<file path="src/rtl/apb_pkg.sv">
// Shared APB definitions for the master bridge, slave and interface.
// Holds the common bus widths and the master FSM state encoding.
package apb_pkg;
  localparam int APB_ADDR_W = 32;
  localparam int APB_DATA_W = 32;

  typedef enum logic [1:0] {IDLE, SETUP, ACCESS, RESP} apb_mst_state_e;
endpackage

</file>
<file path="src/rtl/apb_watchdog.sv">
// ACCESS-phase watchdog: counts cycles while enabled and flags the last allowed one.
// Saturates instead of wrapping; TIMEOUT = 0 disables the expiry flag entirely.
module apb_watchdog #(
  parameter int TIMEOUT = 16
) (
  input  logic pclk,
  input  logic presetn,
  input  logic enable_i,
  input  logic clear_i,
  output logic expired_o
);
  localparam int CW = (TIMEOUT > 0) ? $clog2(TIMEOUT + 1) : 1;
  localparam logic [CW-1:0] LAST = CW'((TIMEOUT > 0) ? TIMEOUT - 1 : 0);

  logic [CW-1:0] cnt_q;

  // cnt_q holds the number of ACCESS cycles already completed, so the
  // current cycle is the TIMEOUT-th one when cnt_q reaches LAST.
  always_ff @(posedge pclk or negedge presetn) begin
    if (!presetn) begin
      cnt_q <= '0;
    end else if (clear_i) begin
      cnt_q <= '0;
    end else if (enable_i && (cnt_q != LAST)) begin
      cnt_q <= cnt_q + 1'b1;
    end
  end

  assign expired_o = (TIMEOUT > 0) && enable_i && (cnt_q == LAST);
endmodule

</file>
<file path="src/rtl/apb_master_bridge.sv">
// Requester end of the APB link: one command -> one SETUP/ACCESS transfer -> one response.
// Wait-state tolerant; a watchdog ends an ACCESS phase that never sees pready.
module apb_master_bridge
  import apb_pkg::*;
#(
  parameter int ADDR_W  = APB_ADDR_W,
  parameter int DATA_W  = APB_DATA_W,
  parameter int TIMEOUT = 16
) (
  input  logic              pclk,
  input  logic              presetn,
  input  logic              cmd_valid,
  output logic              cmd_ready,
  input  logic              cmd_write,
  input  logic [ADDR_W-1:0] cmd_addr,
  input  logic [DATA_W-1:0] cmd_wdata,
  output logic              rsp_valid,
  input  logic              rsp_ready,
  output logic [DATA_W-1:0] rsp_rdata,
  output logic              rsp_err,
  output logic              rsp_timeout,
  output logic              psel,
  output logic              penable,
  output logic              pwrite,
  output logic [ADDR_W-1:0] paddr,
  output logic [DATA_W-1:0] pwdata,
  input  logic              pready,
  input  logic [DATA_W-1:0] prdata,
  input  logic              pslverr
);
  apb_mst_state_e    state_q;
  logic              psel_q, penable_q, pwrite_q;
  logic [ADDR_W-1:0] paddr_q;
  logic [DATA_W-1:0] pwdata_q;
  logic              rsp_valid_q, rsp_err_q, rsp_timeout_q;
  logic [DATA_W-1:0] rsp_rdata_q;
  logic              wd_expired;

  apb_watchdog #(.TIMEOUT(TIMEOUT)) u_watchdog (
    .pclk      (pclk),
    .presetn   (presetn),
    .enable_i  (state_q == ACCESS),
    .clear_i   (state_q != ACCESS),
    .expired_o (wd_expired)
  );

  always_ff @(posedge pclk or negedge presetn) begin
    if (!presetn) begin
      state_q       <= IDLE;
      psel_q        <= 1'b0;
      penable_q     <= 1'b0;
      pwrite_q      <= 1'b0;
      paddr_q       <= '0;
      pwdata_q      <= '0;
      rsp_valid_q   <= 1'b0;
      rsp_rdata_q   <= '0;
      rsp_err_q     <= 1'b0;
      rsp_timeout_q <= 1'b0;
    end else begin
      case (state_q)
        IDLE: begin
          if (cmd_valid) begin
            pwrite_q <= cmd_write;
            paddr_q  <= cmd_addr;
            pwdata_q <= cmd_write ? cmd_wdata : '0;
            psel_q   <= 1'b1;
            state_q  <= SETUP;
          end
        end
        SETUP: begin
          penable_q <= 1'b1;
          state_q   <= ACCESS;
        end
        ACCESS: begin
          // pready wins over the watchdog when both land in the same cycle.
          if (pready) begin
            rsp_rdata_q   <= pwrite_q ? '0 : prdata;
            rsp_err_q     <= pslverr;
            rsp_timeout_q <= 1'b0;
            rsp_valid_q   <= 1'b1;
            psel_q        <= 1'b0;
            penable_q     <= 1'b0;
            state_q       <= RESP;
          end else if (wd_expired) begin
            rsp_rdata_q   <= '0;
            rsp_err_q     <= 1'b1;
            rsp_timeout_q <= 1'b1;
            rsp_valid_q   <= 1'b1;
            psel_q        <= 1'b0;
            penable_q     <= 1'b0;
            state_q       <= RESP;
          end
        end
        RESP: begin
          if (rsp_ready) begin
            rsp_valid_q <= 1'b0;
            state_q     <= IDLE;
          end
        end
        default: state_q <= IDLE;
      endcase
    end
  end

  assign cmd_ready   = (state_q == IDLE);
  assign psel        = psel_q;
  assign penable     = penable_q;
  assign pwrite      = pwrite_q;
  assign paddr       = paddr_q;
  assign pwdata      = pwdata_q;
  assign rsp_valid   = rsp_valid_q;
  assign rsp_rdata   = rsp_rdata_q;
  assign rsp_err     = rsp_err_q;
  assign rsp_timeout = rsp_timeout_q;
endmodule

</file>
<file path="config.mk">
export PLATFORM = sky130hd
export DESIGN_NAME = apb_master_bridge
export DESIGN_NICKNAME = d
export VERILOG_FILES = /design/src/rtl/apb_pkg.sv /design/src/rtl/apb_watchdog.sv /design/src/rtl/apb_master_bridge.sv
export SDC_FILE = /design/constraint.sdc
export NUM_CORES = 1
export LEC_CHECK = 0
export CAP_MARGIN = 20
export CORE_MARGIN = 2
export CORE_UTILIZATION = 44
export CTS_CLUSTER_SIZE = 12
export DETAILED_ROUTE_END_ITERATION = 8
export PLACE_DENSITY = 0.85
export RECOVER_POWER = 50
export SLEW_MARGIN = 10
export SYNTH_ARGS = -nofsm -noshare
export SYNTH_HDL_FRONTEND = slang
export SYNTH_HIERARCHICAL = 1
export SYNTH_SLANG_ARGS = --single-unit
</file>
<file path="constraint.sdc">
create_clock -name pclk -period 3.75 [get_ports pclk]
set_input_delay 1.125 -clock pclk [delete_from_list [all_inputs] [get_ports pclk]]
set_output_delay 1.125 -clock pclk [all_outputs]
set_load 0.1 [all_outputs]
</file>
# Word-level counts from Yosys, hierarchy flattened
# Cells that the tools add are included.
# op_classes
n_eq_ne	9
muxes	22
addsub	1
n_reduce_logical	14
# op_table
operator	count
$mux W32	4
$mux W5	2
$reduce_bool A2 Y1	5
$reduce_and A3 Y1	3
$mux W1	8
$mux W2	4
$pmux W2 S4	1
$ne A2 B2 Y1 const B	3
$pmux W1 S2	3
$reduce_and A2 Y1	3
$add A5 B1 Y5 const B	1
$eq A5 B4 Y1 const B	1
$ne A5 B4 Y1 const B	1
$eq A2 B2 Y1 const B	2
$ne A3 B3 Y1 const B	1
$eq A2 B1 Y1 const B	1
$logic_and A1 B1 Y1	2
$logic_not A2 Y1	1
# totals
reg_bits	109
word_cells	57
out_inout_bits	103

# Depth between registers and ports, before layout
# logic_depth
ltp_word	5
ltp_mapped	9

# By module
# Netlist, hierarchy kept.
# modules_own_cells
module	cells_each	n_inst	area_each_um2
apb_master_bridge	386	1	4106.4
apb_watchdog	24	1	275.3

# Worst setup path before layout
# OpenSTA, ideal clock, no wires.
# synth_timing
path_type	register -> output
from	register state_q[0]
to	output port cmd_ready
path_stages_with_launch	3
path_buffers	0
t_arrival_ns	1.307
path_slack_ns	1.318
t_required_ns	2.625
cell_sequence	dfrtp_1 inv_1 ha_1
# synth_between
elab_chain_len	1
# synth_rtl
element	line_no	source
from (decl)	apb_master_bridge.sv:31	apb_mst_state_e state_q;
from (signal assigned)	apb_master_bridge.sv:49	state_q <= IDLE;
from (signal assigned)	apb_master_bridge.sv:67	state_q <= SETUP;
from (signal assigned)	apb_master_bridge.sv:72	state_q <= ACCESS;
$logic_not A2 Y1	apb_master_bridge.sv:105	assign cmd_ready = (state_q == IDLE);
to (decl)	apb_master_bridge.sv:13	output logic cmd_ready,
# No other way between the ends.

# Worst setup path after layout
# layout_timing
from	register rsp_rdata_q[21], in the netlist rsp_rdata[21]
to	output port rsp_rdata[21]
# layout_lines
element	line_no	source
from (decl)	apb_master_bridge.sv:36	logic [DATA_W-1:0] rsp_rdata_q;
from (signal assigned)	apb_master_bridge.sv:77	rsp_rdata_q <= pwrite_q ? '0 : prdata;
to (decl)	apb_master_bridge.sv:19	output logic [DATA_W-1:0] rsp_rdata,
# No word-level cell between the ends.

==> results.md <==
* Netlist cell types at 28
* Post-route insts no fill at 744
* Clock Skew at 0.00817 ns
* Diode count at 0
* CTS sink count at 109
* Area share of the largest cell type after synthesis at 62.3%
* Initial antenna violation count at 0
* Min-delay worst type: reg2reg
* Hold-fix buffers at CTS at 0
* Crit path to: rsp_rdata[21]
* Skew-Pair Late Insertion Delay at 0.36 ns
* CTS tree: done
* Crit path depth at 1
* Prevailing post-synth register cell: dfrtp_1
* Ys async rst share at 100%
* Critical path's top delay family: buffers and inverters
* Worst slew pin tran at 1.55 ns
* Final nets at 715
* Worst Hold Path Cells at 2
* Placer Congestion at 0.757
* Crit path from: rsp_rdata[21]
* Mapped Area at 4380 um2
* Crit-path slowest cell: clkbuf_1
* Mean Syn Cell Area at 10.7 um2
* Top Ports at 206
* Dpl cells at 728
* RSZ-0062 raised after global routing: no
* Port Buffers at 205
* Detailed Route WL at 10.6 mm
* Fin crit period at 2.74 ns
* PostCTS Resize Cnt at 0
* Crit-path max cell delay at 0.90 ns
* Multi-input gate area at 1520 um2
* Vias at 3590
* Layout cells sized above 1 at 19.0%
* Multiplexer share of the synthesized area at 9.31%
* Initial core utilization at 45.0%
* GR Overflow Total at 0
* Row count at 36
* Critical R2R Capture: rsp_rdata[31]
* Area Overhead vs Synth at 43.3%
* Worst reg2reg path startpoint: u_watchdog/cnt_q[0]
* CP Data Required Time at 2.62 ns
* Post-DRT Antenna Nets at 0
* Fmax at 365 MHz
* Post-detailed-route DRC marker count at 0
* Vias in the first global route at 3553
* Slew Limit Fails at 61
* Max capacitance violation total at 1
* Filler cells at 807
* Setup violators final at 0
* Final hold vios at 0
* Xor/xnor share of the synthesized area at 0.400%
* Pre-antenna DRT Iters at 4
* Top-count cell post-synth: nand2_1
* Hpwl dp at 7.63 mm
* Synth Register Bits at 109
* Crit path cell chain: clkbuf_1
* Die span in y at 104 um
* Adder-Cell Fraction of Synth Area at 1.71%
* Clock transition at the registers of the reported paths at 0.08 ns
* Largest net degree at the start of global routing at 83
* Final period util at 73.0%
* Status: complete, but fails checks
* Initial DRC count at 175
* Post-synth top area cell: dfrtp_1
* Core ar. at 9730 um2
* Worst Path Buf+Inv at 1
* Mapped Cells at 410
* Setup TNS at 0 ns
* Setup CP Type: reg2out
* Worst endpoint data arrival time at 1.61 ns
* Yosys Warn Count at 6
* Post-synth EDFFs at 0
* Clock buffer depth at 2
* Post-CTS setup buffer count at 0
* Syn Nets at 519
* R2R depth at 7
* Worst rel slew slack at -3.47%
* Register area share after synthesis at 62.3%
* Die width at 104 um
* Storage element area at 2730 um2
* Startpoint Class: register
* Largest family of logic cells by synthesized area: simple AND/OR/NAND/NOR gates
* Die ar. at 10800 um2
* CTS Root Buffer Type: clkbuf_8
* Synth top cells by count: 134 x nand2_1, 109 x dfrtp_1, 36 x o21ai_1
* Compound-Gate Fraction of Synth Area at 9.19%
* Hold Slack at 0.487 ns
* Crit end category: primary output
* GRT Overall Usage at 20.2%
* Worst Path Max Fanout at 2
* First-pass GRT wire length at 17.6 mm
* Top cells by area, synth: dfrtp_1 62%, nand2_1 11%, mux2_2 8.5%
* FF-to-FF setup slack at 1.56 ns
* Failing checks: max-capacitance violations, max-slew violations
* Simple-Gate Fraction of Synth Area at 13.9%
* Routed vias/inst at 4.83
* H-tree levels at 3
* TritonCTS buffer count at 9
* Avg WL per Cell at 14.3 um
## how the worst min path moves through the flow
stage / startpoint / to / slack [ns]
after floorplan: state_q[1] / state_q[1] / 0.51
after global placement: pwdata[22] / pwdata[22] / 0.46
after detailed placement: pwdata[31] / pwdata[31] / 0.47
after CTS: rsp_rdata[0] / rsp_rdata[0] / 0.49
after global routing: rsp_rdata[9] / rsp_rdata[9] / 0.53
final: rsp_rdata[0] / rsp_rdata[0] / 0.49
## stage by stage
step	setup WS, ns	instance area (um2)	util, %
final	1.01	6280	64.5
after global routing	0.975	6280	64.5
after CTS	1.07	6450	66.3
after detailed placement	0.908	6280	64.6
after global placement	0.961	6280	64.6
after floorplan	1.32	4380	-
## sequential cells by signal, summed over array words and instances (netlist names)
register	count
paddr	32
pwdata	32
rsp_rdata	32
u_watchdog/cnt_q	5
state_q	2
penable	1
psel	1
pwrite	1
rsp_err	1
rsp_timeout	1
rsp_valid	1
## tightest hold or removal path, delay by kind of cell (launching register included)
kind | cells | cell delay (ns)
DFF | 1 | 0.35
and+or+nand+nor | 1 | 0.04
AOI/OAI and AO/OA | 1 | 0.06
## per-layer routing
layer | part of all wire, % | global-route usage [%] | vias up
met1 | 41 | 24.9 | 1670
li1 | - | - | 1736
met2 | 49 | 33.5 | 161
met5 | 0 | 0 | -
met4 | 2.8 | 8.69 | 0
met3 | 7.3 | 5.48 | 23
## cells by family after synthesis
group | count (synthesis)
AND/OR/NAND/NOR | 152
multiplexers | 36
adder cells (fa/ha/maj) | 6
flip-flops | 109
XOR/XNOR | 2
AO/OA/AOI/OAI | 76
buffers and inverters | 29
## cells in the final DEF (no fill, tap or decap), drive strengths merged, types with 2 or more instances in the layout
cell type / Yosys / final
nand2: 134 / 134
inv: 4 / 4
clkdlybuf4s50: 0 / 100
buf: 15 / 66
a21oi: 2 / 2
nor2: 8 / 8
nor2b: 6 / 6
clkbuf: 10 / 58
dfrtp: 109 / 109
ha: 6 / 6
a211oi: 2 / 2
o21ai: 70 / 70
mux2: 35 / 35
## final cells by class
| class | instances | share of cell area (%) |
|---|---|---|
| well taps | 133 | 2.65 |
| clock buffers | 15 | 2.65 |
| clock inverters | 1 | 0.0797 |
| multi-input cells | 272 | 24.1 |
| flip-flops and latches | 109 | 43.5 |
| repair buffers | 210 | 26.8 |
| inverters | 4 | 0.239 |
Power is not shown: default switching activity piles up to over one toggle a cycle in this logic, so the estimate is an artifact.
